--- src/rtl/aurora_tx_block_scheduler.sv ---
// aurora_tx_block_scheduler: picks data, service or idle for each 4-lane TX slot and stages it for the lane encoders
module aurora_tx_block_scheduler #(
    parameter int SKIP_W = 8,
    parameter int CNT_W  = 16
) (
    input  logic              clk,
    input  logic              rst,
    input  logic              lane_ready,
    input  logic              tx_slot,
    input  logic              data_send_block,
    input  logic [255:0]      data_to_send,
    input  logic [15:0]       data_bytes_to_send,
    input  logic              service_req,
    input  logic [255:0]      service_data,
    input  logic [SKIP_W-1:0] service_skip,
    output logic              block_sent,
    output logic              service_ack,
    output logic [1:0]        tx_kind,
    output logic [255:0]      tx_data,
    output logic [15:0]       tx_bytes,
    output logic [CNT_W-1:0]  data_block_cnt,
    output logic [CNT_W-1:0]  service_block_cnt,
    output logic [CNT_W-1:0]  idle_block_cnt
);
    logic [SKIP_W-1:0] since_service;
    logic [SKIP_W-1:0] since_inc;
    logic              dreq;
    logic              sreq;
    logic              pick_service;
    logic              pick_data;

    // Effective requests hide each requester's stale request during its own ack cycle
    always_comb begin
        dreq         = data_send_block & ~block_sent;
        sreq         = service_req & ~service_ack;
        pick_service = sreq & ((since_service >= service_skip) | ~dreq);
        pick_data    = ~pick_service & dreq;
        since_inc    = (since_service == '1) ? since_service : since_service + 1'b1;
    end

    // Staging register, ack pulses, skip counter and block counters
    always_ff @(posedge clk or posedge rst) begin
        if (rst) begin
            tx_kind           <= 2'b00;
            tx_data           <= '0;
            tx_bytes          <= '0;
            block_sent        <= 1'b0;
            service_ack       <= 1'b0;
            since_service     <= '1;
            data_block_cnt    <= '0;
            service_block_cnt <= '0;
            idle_block_cnt    <= '0;
        end else if (!lane_ready) begin
            tx_kind       <= 2'b00;
            tx_data       <= '0;
            tx_bytes      <= '0;
            block_sent    <= 1'b0;
            service_ack   <= 1'b0;
            since_service <= '1;
        end else begin
            block_sent  <= tx_slot & pick_data;
            service_ack <= tx_slot & pick_service;
            if (tx_slot) begin
                tx_kind       <= pick_service ? 2'b10 : pick_data ? 2'b01 : 2'b00;
                tx_data       <= pick_service ? service_data : pick_data ? data_to_send : '0;
                tx_bytes      <= pick_service ? 16'hFFFF : pick_data ? data_bytes_to_send : 16'h0000;
                since_service <= pick_service ? '0 : since_inc;
                if (pick_service)
                    service_block_cnt <= service_block_cnt + 1'b1;
                else if (pick_data)
                    data_block_cnt <= data_block_cnt + 1'b1;
                else
                    idle_block_cnt <= idle_block_cnt + 1'b1;
            end
        end
    end
endmodule
--- config.mk ---
export PLATFORM = sky130hd
export DESIGN_NAME = aurora_tx_block_scheduler
export DESIGN_NICKNAME = d
export VERILOG_FILES = /design/src/rtl/aurora_tx_block_scheduler.sv
export SDC_FILE = /design/constraint.sdc
export NUM_CORES = 1
export LEC_CHECK = 0
export CAP_MARGIN = 10
export CORE_AREA = 8 8 332 334
export CTS_CLUSTER_SIZE = 30
export DETAILED_ROUTE_END_ITERATION = 7
export DIE_AREA = 0 0 340 342
export PLACE_DENSITY = 0.5
export SLEW_MARGIN = 5
export SYNTH_ARGS = -nofsm -noshare
export SYNTH_HDL_FRONTEND = slang
export SYNTH_SLANG_ARGS = --single-unit
export TNS_END_PERCENT = 100
--- constraint.sdc ---
create_clock -name clk -period 13.6 [get_ports clk]
set_clock_uncertainty 0.05 [all_clocks]
set_input_delay 1.36 -clock clk [delete_from_list [all_inputs] [get_ports clk]]
set_output_delay 1.36 -clock clk [all_outputs]
set_load 0.05 [all_outputs]
# Word-level counts from Yosys, hierarchy flattened
# Index checks and enable logic that the tools add are counted.
[totals] ff_bits=332 input_bits=542 out_inout_bits=324 elab_cells=51
[classes] n_addsub=4 n_lt_le_gt_ge=1 eq_ne=3 n_mux=18 bitwise=12 n_reduce_logical=4
[op_table] cell="2-to-1 mux 256 bit" count=4
[op_table] cell="2-to-1 mux 16 bit" count=4
[op_table] cell="adder 16 x 1 -> 16 bit (second input constant)" count=3
[op_table] cell="2-to-1 mux 8 bit" count=4
[op_table] cell="adder 8 x 1 -> 8 bit (second input constant)" count=1
[op_table] cell="== test 8 bit (second input constant)" count=1
[op_table] cell="greater-or-equal comparator 8 bit" count=1
[op_table] cell="AND reduction 4 bit" count=2
[op_table] cell="AND 1 bit" count=6
[op_table] cell="2-to-1 mux 2 bit" count=3
[op_table] cell="NOT 1 bit" count=5
[op_table] cell="2-to-1 mux 1 bit" count=3
[op_table] cell="inequality test 3 bit (second input constant)" count=1
[op_table] cell="AND reduction 3 bit" count=1
[op_table] cell="inequality test 2 x 1 -> 1 bit (second input constant)" count=1
[op_table] cell="AND reduction 2 bit" count=1
[op_table] cell="bitwise OR 1 bit" count=1

# Depth between registers and ports, before layout
# Gate-level depths: netlist (run 1).
[depth] depth_word=11 ltp_mapped=11 ltp_nobuf=9

# Worst setup path after synthesis (run 1)
# Ideal clock, no wire load.
[synth_timing] path_type="in2reg" startpoint="in service_skip[0]" endpoint="reg data_block_cnt[1]" setup_time_ns=0.127 t_arrival_ns=2.955 required_ns=13.423 slack_ns=10.468 cell_stages=9 path_buffers=1 cell_sequence="ha_1 > nand2b_1 > a2111oi_2 > or3_4 > and2_1 > buf_6 > nand2_2 > inv_1 > mux2_1"
[synth_via] elab_chain_len=6
[synth_lines] element="start, declared" line="15" rtl="input logic [SKIP_W-1:0] service_skip,"
[synth_lines] element="greater-or-equal comparator 8 bit (*)" line="36" rtl="pick_service = sreq & ((since_service >= service_skip) | ~dreq);"
[synth_lines] element="bitwise OR 1 bit (*)" line="36"
[synth_lines] element="AND 1 bit (*)" line="36"
[synth_lines] element="NOT 1 bit (no line) (*)"
[synth_lines] element="AND 1 bit" line="37" rtl="pick_data = ~pick_service & dreq;"
[synth_lines] element="AND reduction 4 bit (no line) (*)"
[synth_lines] element="end signal, assigned" line="71" rtl="data_block_cnt <= data_block_cnt + 1'b1;"
[synth_lines] element="end, declared" line="21" rtl="output logic [CNT_W-1:0] data_block_cnt,"
# Every way passes the cells marked *; elsewhere a longest branch is shown, timed or not.
# A chain may end at the register's enable or synchronous reset.

# Worst setup path after layout (run 1)
[layout_timing] startpoint="in service_skip[2]" endpoint="reg tx_data[157]"
[layout_via] elab_chain_len=9
[layout_lines] element="greater-or-equal comparator 8 bit (*)" line="36"
[layout_lines] element="bitwise OR 1 bit (*)" line="36"
[layout_lines] element="AND 1 bit (*)" line="36"
[layout_lines] element="NOT 1 bit (no line)"
[layout_lines] element="AND 1 bit" line="37"
[layout_lines] element="2-to-1 mux 256 bit" line="65" rtl="tx_data <= pick_service ? service_data : pick_data ? data_to_send : '0;"
[layout_lines] element="2-to-1 mux 256 bit (*)" line="65"
[layout_lines] element="2-to-1 mux 256 bit (*)" line="63" rtl="if (tx_slot) begin"
[layout_lines] element="2-to-1 mux 256 bit (*)" line="53" rtl="end else if (!lane_ready) begin"
[layout_lines] element="end signal, assigned" line="65"
[layout_lines] element="end, declared" line="19" rtl="output logic [255:0] tx_data,"
# Every way passes the cells marked *; elsewhere a longest branch is shown, timed or not. The select of a mux whose other input is x is not followed.

==> metrics, run 1 <==
status=complete, no violations; DRT Wirelength=between 90 and 100 mm; DRC viols=0; Syn Inst Count=around 1.8k; crit-path max cell delay=slightly below 0.8 ns; Hold Crit Class=reg2reg; cts repair resizes=0; worst-skew pair later-pin latency=about 0.58 ns; EDFF count, synth=0; Net Count, Synth=roughly 2.3k; Final nets=~3.1k; critical path endpoint=tx_data[157]; register area share after synthesis=52.93%; crit path time final=4.666 ns; ys flop type=dfrtp_1; Leak=~0.011 µW; GRT Total Usage=between 10% and 20%; I/O Buffers=between 800 and 900; Buf/Inv on CP=4; final setup fails=0; RR Startpoint=since_service[0]; H-tree levels=2; CTS sink cnt=about 330; critical path depth=11; top-level I/O count=about 870; Inserted Clock Buffers=43; clock-pin slew on the worst setup and hold paths=about 0.060 ns; initial antenna violation count=16; clock root buffer=clkbuf_16; core area=about 100000 µm²; max-slew violation count=0; die height=about 340 µm; FF-to-FF setup slack=9.60 ns; worst flop-to-flop path endpoint=tx_data[157]; TritonRoute pass-1 iters=7; Clock Tree Buf Depth=3; Cell Area, Synth=between 15000 and 20000 µm²; R2R depth=10; routed len/inst=roughly 23 µm; # rows=approximately 120; power per cell area=126.2 nW/µm²; layout cells sized above 1=under 10%; die area=approximately 120000 µm²; Crit Path Category=in2reg; crit share post-route=around 34%; Critical Path Source=service_skip[2]; required time worst endpoint=between 10 and 15 ns; Ys Warns=0; Fin. Hold Viols=0; post-CTS setup buffer count=0; Rel. slew slack=between 20% and 30%; die width=340 µm; RSZ-0062 raised after global routing=no; Hold-fix buffers, CTS=0; largest net degree at the start of global routing=approximately 150; Syn Area/Cell=between 8 and 9 µm²; DR iter-0 viols=around 1k; DR vias/cell=roughly 4.3; Yosys reg bits=around 330; WP data arrival=just over 5 ns; Initial Util=15.01%; via count=16.96k; first-pass GRT wire length=approximately 130 mm; crit-path leading delay family=buffers and inverters; post-synthesis async set-or-reset flop share=100.0%; Fmax=about 210 MHz; Worst-Margin Slew=~1.2 ns; Detailed Place HPWL=~67 mm; fin util=25.75%; Setup Total Neg Slack=0 ns; CP Capture Type=flip-flop; grt ovf=0; CTS tree=yes; Crit-path slowest cell=buf_4; max-cap violation count=0; vias in the first global route=around 17k; CP max FO=85; maximum vdd ir drop=about 0.073 mV; Area Growth Syn to Fin=71.50%; CP Launch Type=primary input; CP Cell Sequence=clkdlybuf4s50_1, inv_1, ha_1, o21a_1, o2111ai_1, or3_4, nand2_8, buf_4, buf_4, nand3_1, nand3_1; Final GP Congestion=between 0.8 and 0.9; Netlist cell types=46; DRT antenna net count=0
## cells in the mapped netlist, types with 13 or more instances
| master | number | area share, % |
|---|---|---|
| buf_2 | 49 | 1.6 |
| nand2_1 | 278 | 6.6 |
| dfrtp_1 | 324 | 52 |
| nand3_1 | 780 | 25 |
| nor2_1 | 19 | 0.45 |
| inv_1 | 13 | 0.31 |
| clkbuf_1 | 77 | 1.8 |
| xnor2_1 | 20 | 1.1 |
| a21oi_1 | 39 | 1.2 |
| nand4_1 | 24 | 0.96 |
| xor2_1 | 25 | 1.4 |
| o21ai_0 | 23 | 0.73 |
| buf_6 | 24 | 1.7 |
## report_power, final
group | leakage, µW | switching (µW) | total, µW | internal (µW)
registers | 0.00445 | 84.6 | 1170 | 1080
clock network | 0.000710 | 490 | 1180 | 686
logic | 0.00611 | 696 | 1060 | 362
## layout by cell type (no fill, tap or decap), types with 8 or more instances in the layout
cell             synthesis  routed
inv_1                   13      12
clkbuf_16                0      44
and3_1                  10      10
o21ai_0                 23      23
nand2_1                278     278
clkdlybuf4s50_1          0     865
clkbuf_8                 0      13
nand4_1                 24      24
buf_4                    4      16
nor3_1                  11      11
nand3_1                780     780
diode_2                  0       8
a21oi_1                 39      39
nor2_1                  19      18
xnor2_1                 20      20
dfrtp_1                324     324
xor2_1                  25      25
dfstp_2                  8       8
ha_1                    12      12
## flip-flops by register name, indices dropped and copies added, names as in the netlist
signal	cells
tx_bytes	16
data_block_cnt	16
tx_kind	2
service_block_cnt	16
tx_data	256
idle_block_cnt	16
block_sent	1
service_ack	1
since_service	8
## area by class of cell
type,instances,area [µm²]
Antenna cell,8,20.02
Clock buffer,64,1306
Sequential cell,332,8318
Fill cell,11213,77720
Clock inverter,15,131.4
Multi-Input combinational cell,1282,6515
Timing Repair Buffer,885,8859
Inverter,14,60.06
Tap cell,1391,1740
## worst min-delay path by stage
stage | to | cells past startpoint | from
2_1_floorplan | since_service[7] | 2 | since_service[7]
3_3_place_gp | idle_block_cnt[15] | 1 | idle_block_cnt[15]
3_5_place_dp | idle_block_cnt[15] | 1 | idle_block_cnt[15]
4_1_cts | data_block_cnt[15] | 1 | data_block_cnt[15]
5_1_grt | idle_block_cnt[15] | 1 | idle_block_cnt[15]
6_report | idle_block_cnt[15] | 1 | idle_block_cnt[15]
## per-stage QoR
stage	instance area [µm²]	hold slack, ns	setup slack (ns)	power (µW)	cells
6_report	26950	0.4188	8.934	3401	3991
5_1_grt	26930	0.4328	8.743	3552	3985
4_1_cts	26930	0.4238	8.974	3465	3983
3_5_place_dp	25490	0.4062	8.314	2253	3904
3_3_place_gp	25490	0.4113	8.342	2254	3904
2_1_floorplan	15710	0.4532	3.007	1748	1789
## logic make-up after synthesis
family	count (synthesis)	synth area share (%)
buffers and inverters	175	5.821
xor gates and xnor gates	45	2.508
adders and majority gates	12	0.9555
AOI/OAI and AO/OA	78	2.827
DFF	332	52.93
and+or+nand+nor	1144	34.74
muxes	3	0.2150
## per-layer routing
metal / global-route usage [%] / vias up / wire (µm) / part of all wire [%]
met4: 3.635 / 10 / 2042 / 2.2
met2: 23.60 / 665 / 42280 / 46
li1: - / 7800 / - / -
met5: 0 / - / 65 / 0.071
met1: 18.73 / 8396 / 38100 / 42
met3: 5.728 / 91 / 8496 / 9.3
No activity file was read; power rests on OpenSTA's default activity.
==> inputs of run 2 (changes only) <==
- CORE_AREA: 8 8 332 334 -> 8 8 335 337
- DIE_AREA: 0 0 340 342 -> 0 0 343 345
- PLACE_DENSITY: 0.5 -> 0.51
- clock period: 13.6 -> 3.8 ns (I/O delays scaled with it)
==> run 2 against run 1 <==
Register-to-register slack got worse by 8.6 ns. Die area increased by 1.8%. First-iteration DRC count increased by 9.8%. Highest routed layer unchanged. Final cell count increased by 1.5%.
==> metrics, run 2 (synthesis results as in run 1) <==
core area=106600 µm² (was 104700 µm²); worst-skew pair later-pin latency=0.59 ns (was 0.58 ns); first-pass GRT wire length=130.0 mm (was 130.2 mm); largest net degree at the start of global routing=99 (was 145); crit-path leading delay family=simple AND/OR/NAND/NOR gates (was buffers and inverters); Area Growth Syn to Fin=76.13% (was 71.50%); DRT antenna net count=0 (unchanged); die area=118300 µm² (was 116300 µm²); Final GP Congestion=0.8481 (was 0.8451); Final nets=3161 (was 3112); most frequent cells in the layout=clkdlybuf4s50_1, nand3_1, dfrtp_1 (unchanged); DR vias/cell=4.223 (was 4.250); routed len/inst=22.79 µm (was 22.80 µm); Crit Path Category=reg2reg (was in2reg); crit share post-route=around 74%; Rel. slew slack=35.76% (was 20.91%); status=complete, no violations (unchanged); Leak=0.01162 µW (was 0.01127 µW); DRT Wirelength=92.34 mm (was 90.98 mm); die height=345 µm (was 342 µm); cts repair resizes=0 (unchanged); Buf/Inv on CP=3 (was 4); GRT Total Usage=14.78% (was 14.79%); initial antenna violation count=18 (was 16); CP Capture Type=flip-flop (unchanged); H-tree levels=2 (unchanged); max FFs per register=256 (unchanged); Inserted Clock Buffers=43 (unchanged); WP data arrival=3.26 ns (was 5.12 ns); fin util=25.96% (was 25.75%); CTS tree=yes (unchanged); Worst-Margin Slew=0.9606 ns (was 1.186 ns); CP Cell Sequence=inv_1, ha_1, nand2b_1, a2111oi_2, or3_4, and2_4, buf_12, buf_12, nand3_1, nand3_1 (was clkdlybuf4s50_1, inv_1, ha_1, o21a_1, o2111ai_1, or3_4, nand2_8, buf_4, buf_4, nand3_1, nand3_1); crit-path max cell delay=0.57 ns (was 0.78 ns); commonest non-fill, non-tap cell in the layout=clkdlybuf4s50_1 (unchanged); Detailed Place HPWL=71.90 mm (was 66.87 mm); FF-to-FF setup slack=1.00 ns (was 9.60 ns); Hold Crit Class=in2async (was reg2reg); maximum vdd ir drop=0.2236 mV (was 0.07307 mV); Clock Tree Buf Depth=3 (unchanged); Fin. Hold Viols=0 (unchanged); clock root buffer=clkbuf_16 (unchanged); TritonRoute pass-1 iters=5 (was 7); Hold-fix buffers, CTS=0 (unchanged); die width=343 µm (was 340 µm); Worst Hold Slack=0.2171 ns (was 0.4188 ns); post-CTS setup buffer count=0 (unchanged); DR iter-0 viols=1102 (was 1004); Initial Util=14.74% (was 15.01%); required time worst endpoint=4.26 ns (was 14.05 ns); CTS sink cnt=332 (unchanged); max-cap violation count=0 (unchanged); vias in the first global route=17.64k (was 17.40k); final setup fails=0 (unchanged); Crit-path slowest cell=dfstp_2 (was buf_4); max-slew violation count=0 (unchanged); power per cell area=450.3 nW/µm² (was 126.2 nW/µm²); Setup Total Neg Slack=0 ns (unchanged); RSZ-0062 raised after global routing=no (unchanged); CP Launch Type=flip-flop (was primary input); clock-pin slew on the worst setup and hold paths=0.06 ns (about the same); top-level I/O count=866 (unchanged); Biggest register=tx_data (unchanged); # rows=120 (was 119); DRC viols=0 (unchanged); layout cells sized above 1=6.285% (was 4.591%); I/O Buffers=865 (unchanged); via count=17.11k (was 16.96k); grt ovf=0 (unchanged); CP max FO=69 (was 85); crit path time final=2.796 ns; Fmax=357.6 MHz
## run 2: cell types whose count changed in the layout (fill, tap and decap cells not counted)
cell,change
inv_6,-2
buf_4,+25
clkbuf_1,+2
clkinv_2,-2
inv_8,-1
clkbuf_8,+1
bufinv_16,+2
clkinvlp_4,-1
clkinv_4,+1
buf_12,+24
## run 2: where the power goes
| part | switching (µW) | total [µW] | internal (µW) |
|---|---|---|---|
| clock network | 1720 | 4320 | 2610 |
| registers | 324 | 4200 | 3870 |
| logic | 2500 | 3940 | 1440 |
| total | 4540 | 12500 | 7920 |
## run 2: cell type report
| cell class | count | area (µm²) |
|---|---|---|
| diodes | 8 | 20.02 |
| repair buffers | 934 | 9527 |
| well taps | 1403 | 1755 |
| inverters | 14 | 56.30 |
| clock buffers | 67 | 1328 |
| fillers | 11567 | 78930 |
| multi-input cells | 1282 | 6515 |
| flip-flops and latches | 332 | 8318 |
| clock inverters | 12 | 157.7 |
## run 2: final timing paths
kind                                       startpoint                    end  cells after the start
max in group asynchronous                         rst           tx_data[184]                      3
worst max register to register       since_service[0]            tx_data[83]                     10
min in group clk                    service_data[225]           tx_data[225]                      3
worst min-delay path                              rst            tx_data[15]                      2
worst max-delay path                 since_service[0]            tx_data[83]                     10
worst min register to register  service_block_cnt[15]  service_block_cnt[15]                      1
## run 2: stage by stage
stage | total power (µW) | cell area, µm² | std cells | worst slack (ns)
finish | 12460 | 27680 | 4052 | 1.004
global route | 13000 | 27660 | 4047 | 0.8351
CTS | 12670 | 27660 | 4044 | 0.9905
detailed placement | 8239 | 26170 | 3965 | 0.8336
global placement | 8251 | 26170 | 3965 | 0.8028
floorplan | 6259 | 15720 | 1789 | -1.058
## run 2: layer usage
layer / part of all wire (%) / up-vias / routed length [µm] / track usage [%]
met5: 0.10 / - / 94 / 0
met3: 10 / 131 / 9400 / 5.998
li1: - / 7902 / - / -
met4: 3.6 / 16 / 3332 / 5.082
met2: 45 / 719 / 41930 / 23.43
met1: 41 / 8343 / 37580 / 18.05
==> inputs of run 3 (changes only) <==
- CORE_AREA: 8 8 335 337 -> 8 8 332 334
- DIE_AREA: 0 0 343 345 -> 0 0 340 342
- PLACE_DENSITY: 0.51 -> 0.5
- clock period: 3.8 -> 2.6 ns (I/O delays scaled with it)
==> run 3 against run 2 <==
Count of clock-buffer cells in the layout shrank 7. Register-to-register slack lost 0.96 ns. Worst hold slack worse by 0.040 ns. Total power rose by 49%. Via count grew 2.3%. Critical endpoint is now service_block_cnt[8].
==> metrics, run 3 (synthesis results as in run 1) <==
DR iter-0 viols=1199 (was 1102); routed len/inst=23.28 µm (was 22.79 µm); CP Launch Type=flip-flop (unchanged); Hold Crit Class=in2reg (was in2async); Final nets=3247 (was 3161); GRT Total Usage=15.08% (was 14.78%); FF-to-FF setup slack=0.04 ns (was 1.00 ns); Rel. slew slack=49.23% (was 35.76%); Detailed Place HPWL=73.72 mm (was 71.90 mm); crit-path max cell delay=0.54 ns (was 0.57 ns); # placed instances=4022 (was 3965); clock root buffer=clkbuf_16 (unchanged); DRT antenna net count=0 (unchanged); RSZ-0062 raised after global routing=yes (was no); largest net degree at the start of global routing=81 (was 99); CP Cell Sequence=inv_2, ha_4, nand2b_4, a2111oi_4, or3_4, and2_4, buf_12, buf_16, buf_8, nor3b_2, xor2_1 (was inv_1, ha_1, nand2b_1, a2111oi_2, or3_4, and2_4, buf_12, buf_12, nand3_1, nand3_1); DR vias/cell=4.251 (was 4.223); # rows=119 (was 120); required time worst endpoint=3.06 ns (was 4.26 ns); Crit Path Category=reg2reg (unchanged); area occupied by registers=8318 µm² (unchanged); I/O Buffers=865 (unchanged); vias in the first global route=17.87k (was 17.64k); Crit-path slowest cell=dfstp_2 (unchanged); initial antenna violation count=11 (was 18); Worst-Margin Slew=0.7592 ns (was 0.9606 ns); status=complete, no violations (unchanged); die width=340 µm (was 343 µm); grt ovf=0 (unchanged); Biggest register=tx_data (unchanged); DRT Wirelength=95.90 mm (was 92.34 mm); Layout fillers=11.15k (was 11.57k); commonest non-fill, non-tap cell in the layout=clkdlybuf4s50_1 (unchanged); Inserted Clock Buffers=43 (unchanged); max-cap violation count=0 (unchanged); final setup fails=0 (unchanged); via count=17.51k (was 17.11k); worst-skew pair later-pin latency=0.59 ns (about the same); fin util=27.29% (was 25.96%); most frequent cells in the layout=clkdlybuf4s50_1, nand3_1, dfrtp_1 (unchanged); max FFs per register=256 (unchanged); Fmax=390.5 MHz (was 357.6 MHz); WP data arrival=3.02 ns (was 3.26 ns); max-slew violation count=0 (unchanged); TritonRoute pass-1 iters=5 (unchanged); CP Capture Type=flip-flop (unchanged); die area=116300 µm² (was 118300 µm²); fin cells=4119 (was 4052); Leak=0.01216 µW (was 0.01162 µW); Area Growth Syn to Fin=81.77% (was 76.13%); top-level I/O count=866 (unchanged); core area=104700 µm² (was 106600 µm²); DRC viols=0 (unchanged); first-pass GRT wire length=131.9 mm (was 130.0 mm); crit path time final=2.561 ns (was 2.796 ns); layout cells sized above 1=9.618% (was 6.285%); crit share post-route=98.50% (was 73.59%); CTS tree=yes (unchanged); CTS sink cnt=332 (unchanged); Final GP Congestion=0.8393 (was 0.8481); power per cell area=648.8 nW/µm² (was 450.3 nW/µm²); CP max FO=7 (was 69); Initial Util=15.01% (was 14.74%); H-tree levels=2 (unchanged); Clock Tree Buf Depth=3 (unchanged); area of the multi-input gates=6579 µm² (was 6515 µm²); die height=342 µm (was 345 µm); Fin. Hold Viols=0 (unchanged); maximum vdd ir drop=0.4535 mV (was 0.2236 mV); clock-pin slew on the worst setup and hold paths=0.06 ns (about the same)
==> run 3: final cells by class <==
cell class | count | area share (%)
antenna | 4 | 0.03504
clock buffer | 60 | 4.275
clock inverter | 16 | 0.6352
inverter | 14 | 0.1971
multi-input combinational | 1282 | 23.03
sequential | 332 | 29.12
tap | 1391 | 6.093
timing repair buffer | 1020 | 36.61
==> run 3: what timing repair did <==
item / CTS / global route
setup endpoints to repair: 174 / 242
setup buffers: 1 / 4
pin swaps: 0 / 6
endpoints found under the hold margin: 13 / 0
resized for setup: 2 / 20
cloned: 0 / 12
hold buffers: 1 / 0
==> run 3: path summary, 6_finish.rpt <==
| check | depth (start not counted) | end | from |
|---|---|---|---|
| worst max-delay path | 11 | service_block_cnt[8] | since_service[0] |
| worst min-delay path | 3 | tx_data[52] | service_data[52] |
| worst max register to register | 11 | service_block_cnt[8] | since_service[0] |
| worst min register to register | 1 | idle_block_cnt[15] | idle_block_cnt[15] |
| max in group asynchronous | 5 | tx_data[127] | rst |
| min in group asynchronous | 4 | tx_data[90] | rst |
==> run 3: worst max-delay path, delay by kind of cell, from the launching register on <==
kind / cells / cell delay [ns]
AND/OR/NAND/NOR: 4 / 0.90
AO/OA/AOI/OAI: 1 / 0.06
flip-flops: 1 / 0.54
adder cells (fa/ha/maj): 1 / 0.24
XOR/XNOR: 1 / 0.17
buffers and inverters: 4 / 0.50
==> run 3: metal layers <==
metal / global-route usage, % / vias to the layer above / wire length [µm]
met5: 0 / - / 62
met3: 4.992 / 99 / 8251
met2: 25.13 / 785 / 45610
met1: 19.00 / 8540 / 40020
li1: - / 8076 / -
met4: 3.010 / 8 / 1955
==> run 3: report_power, final <==
part           total [µW]  leakage (µW)  switching (µW)  internal (µW)
Combinational        6320       0.00703            3830           2480
Clock                6090      0.000683            2510           3580
Sequential           6130       0.00445             464           5660
==> run 3: metrics by stage <==
step	setup TNS [ns]	power, µW	worst slack [ns]	hold WS [ns]	instance area, µm²
global placement	-25.09	12220	-0.1702	0.4101	26690
global route	-0.2250	19320	-0.07980	0.1534	28560
detailed placement	-30.85	12220	-0.1764	0.4094	26690
finish	0	18530	0.03903	0.1767	28560
CTS	-0.2655	18480	-0.03893	0.1171	28130
floorplan	-700.25	9147	-2.138	0.3494	15720
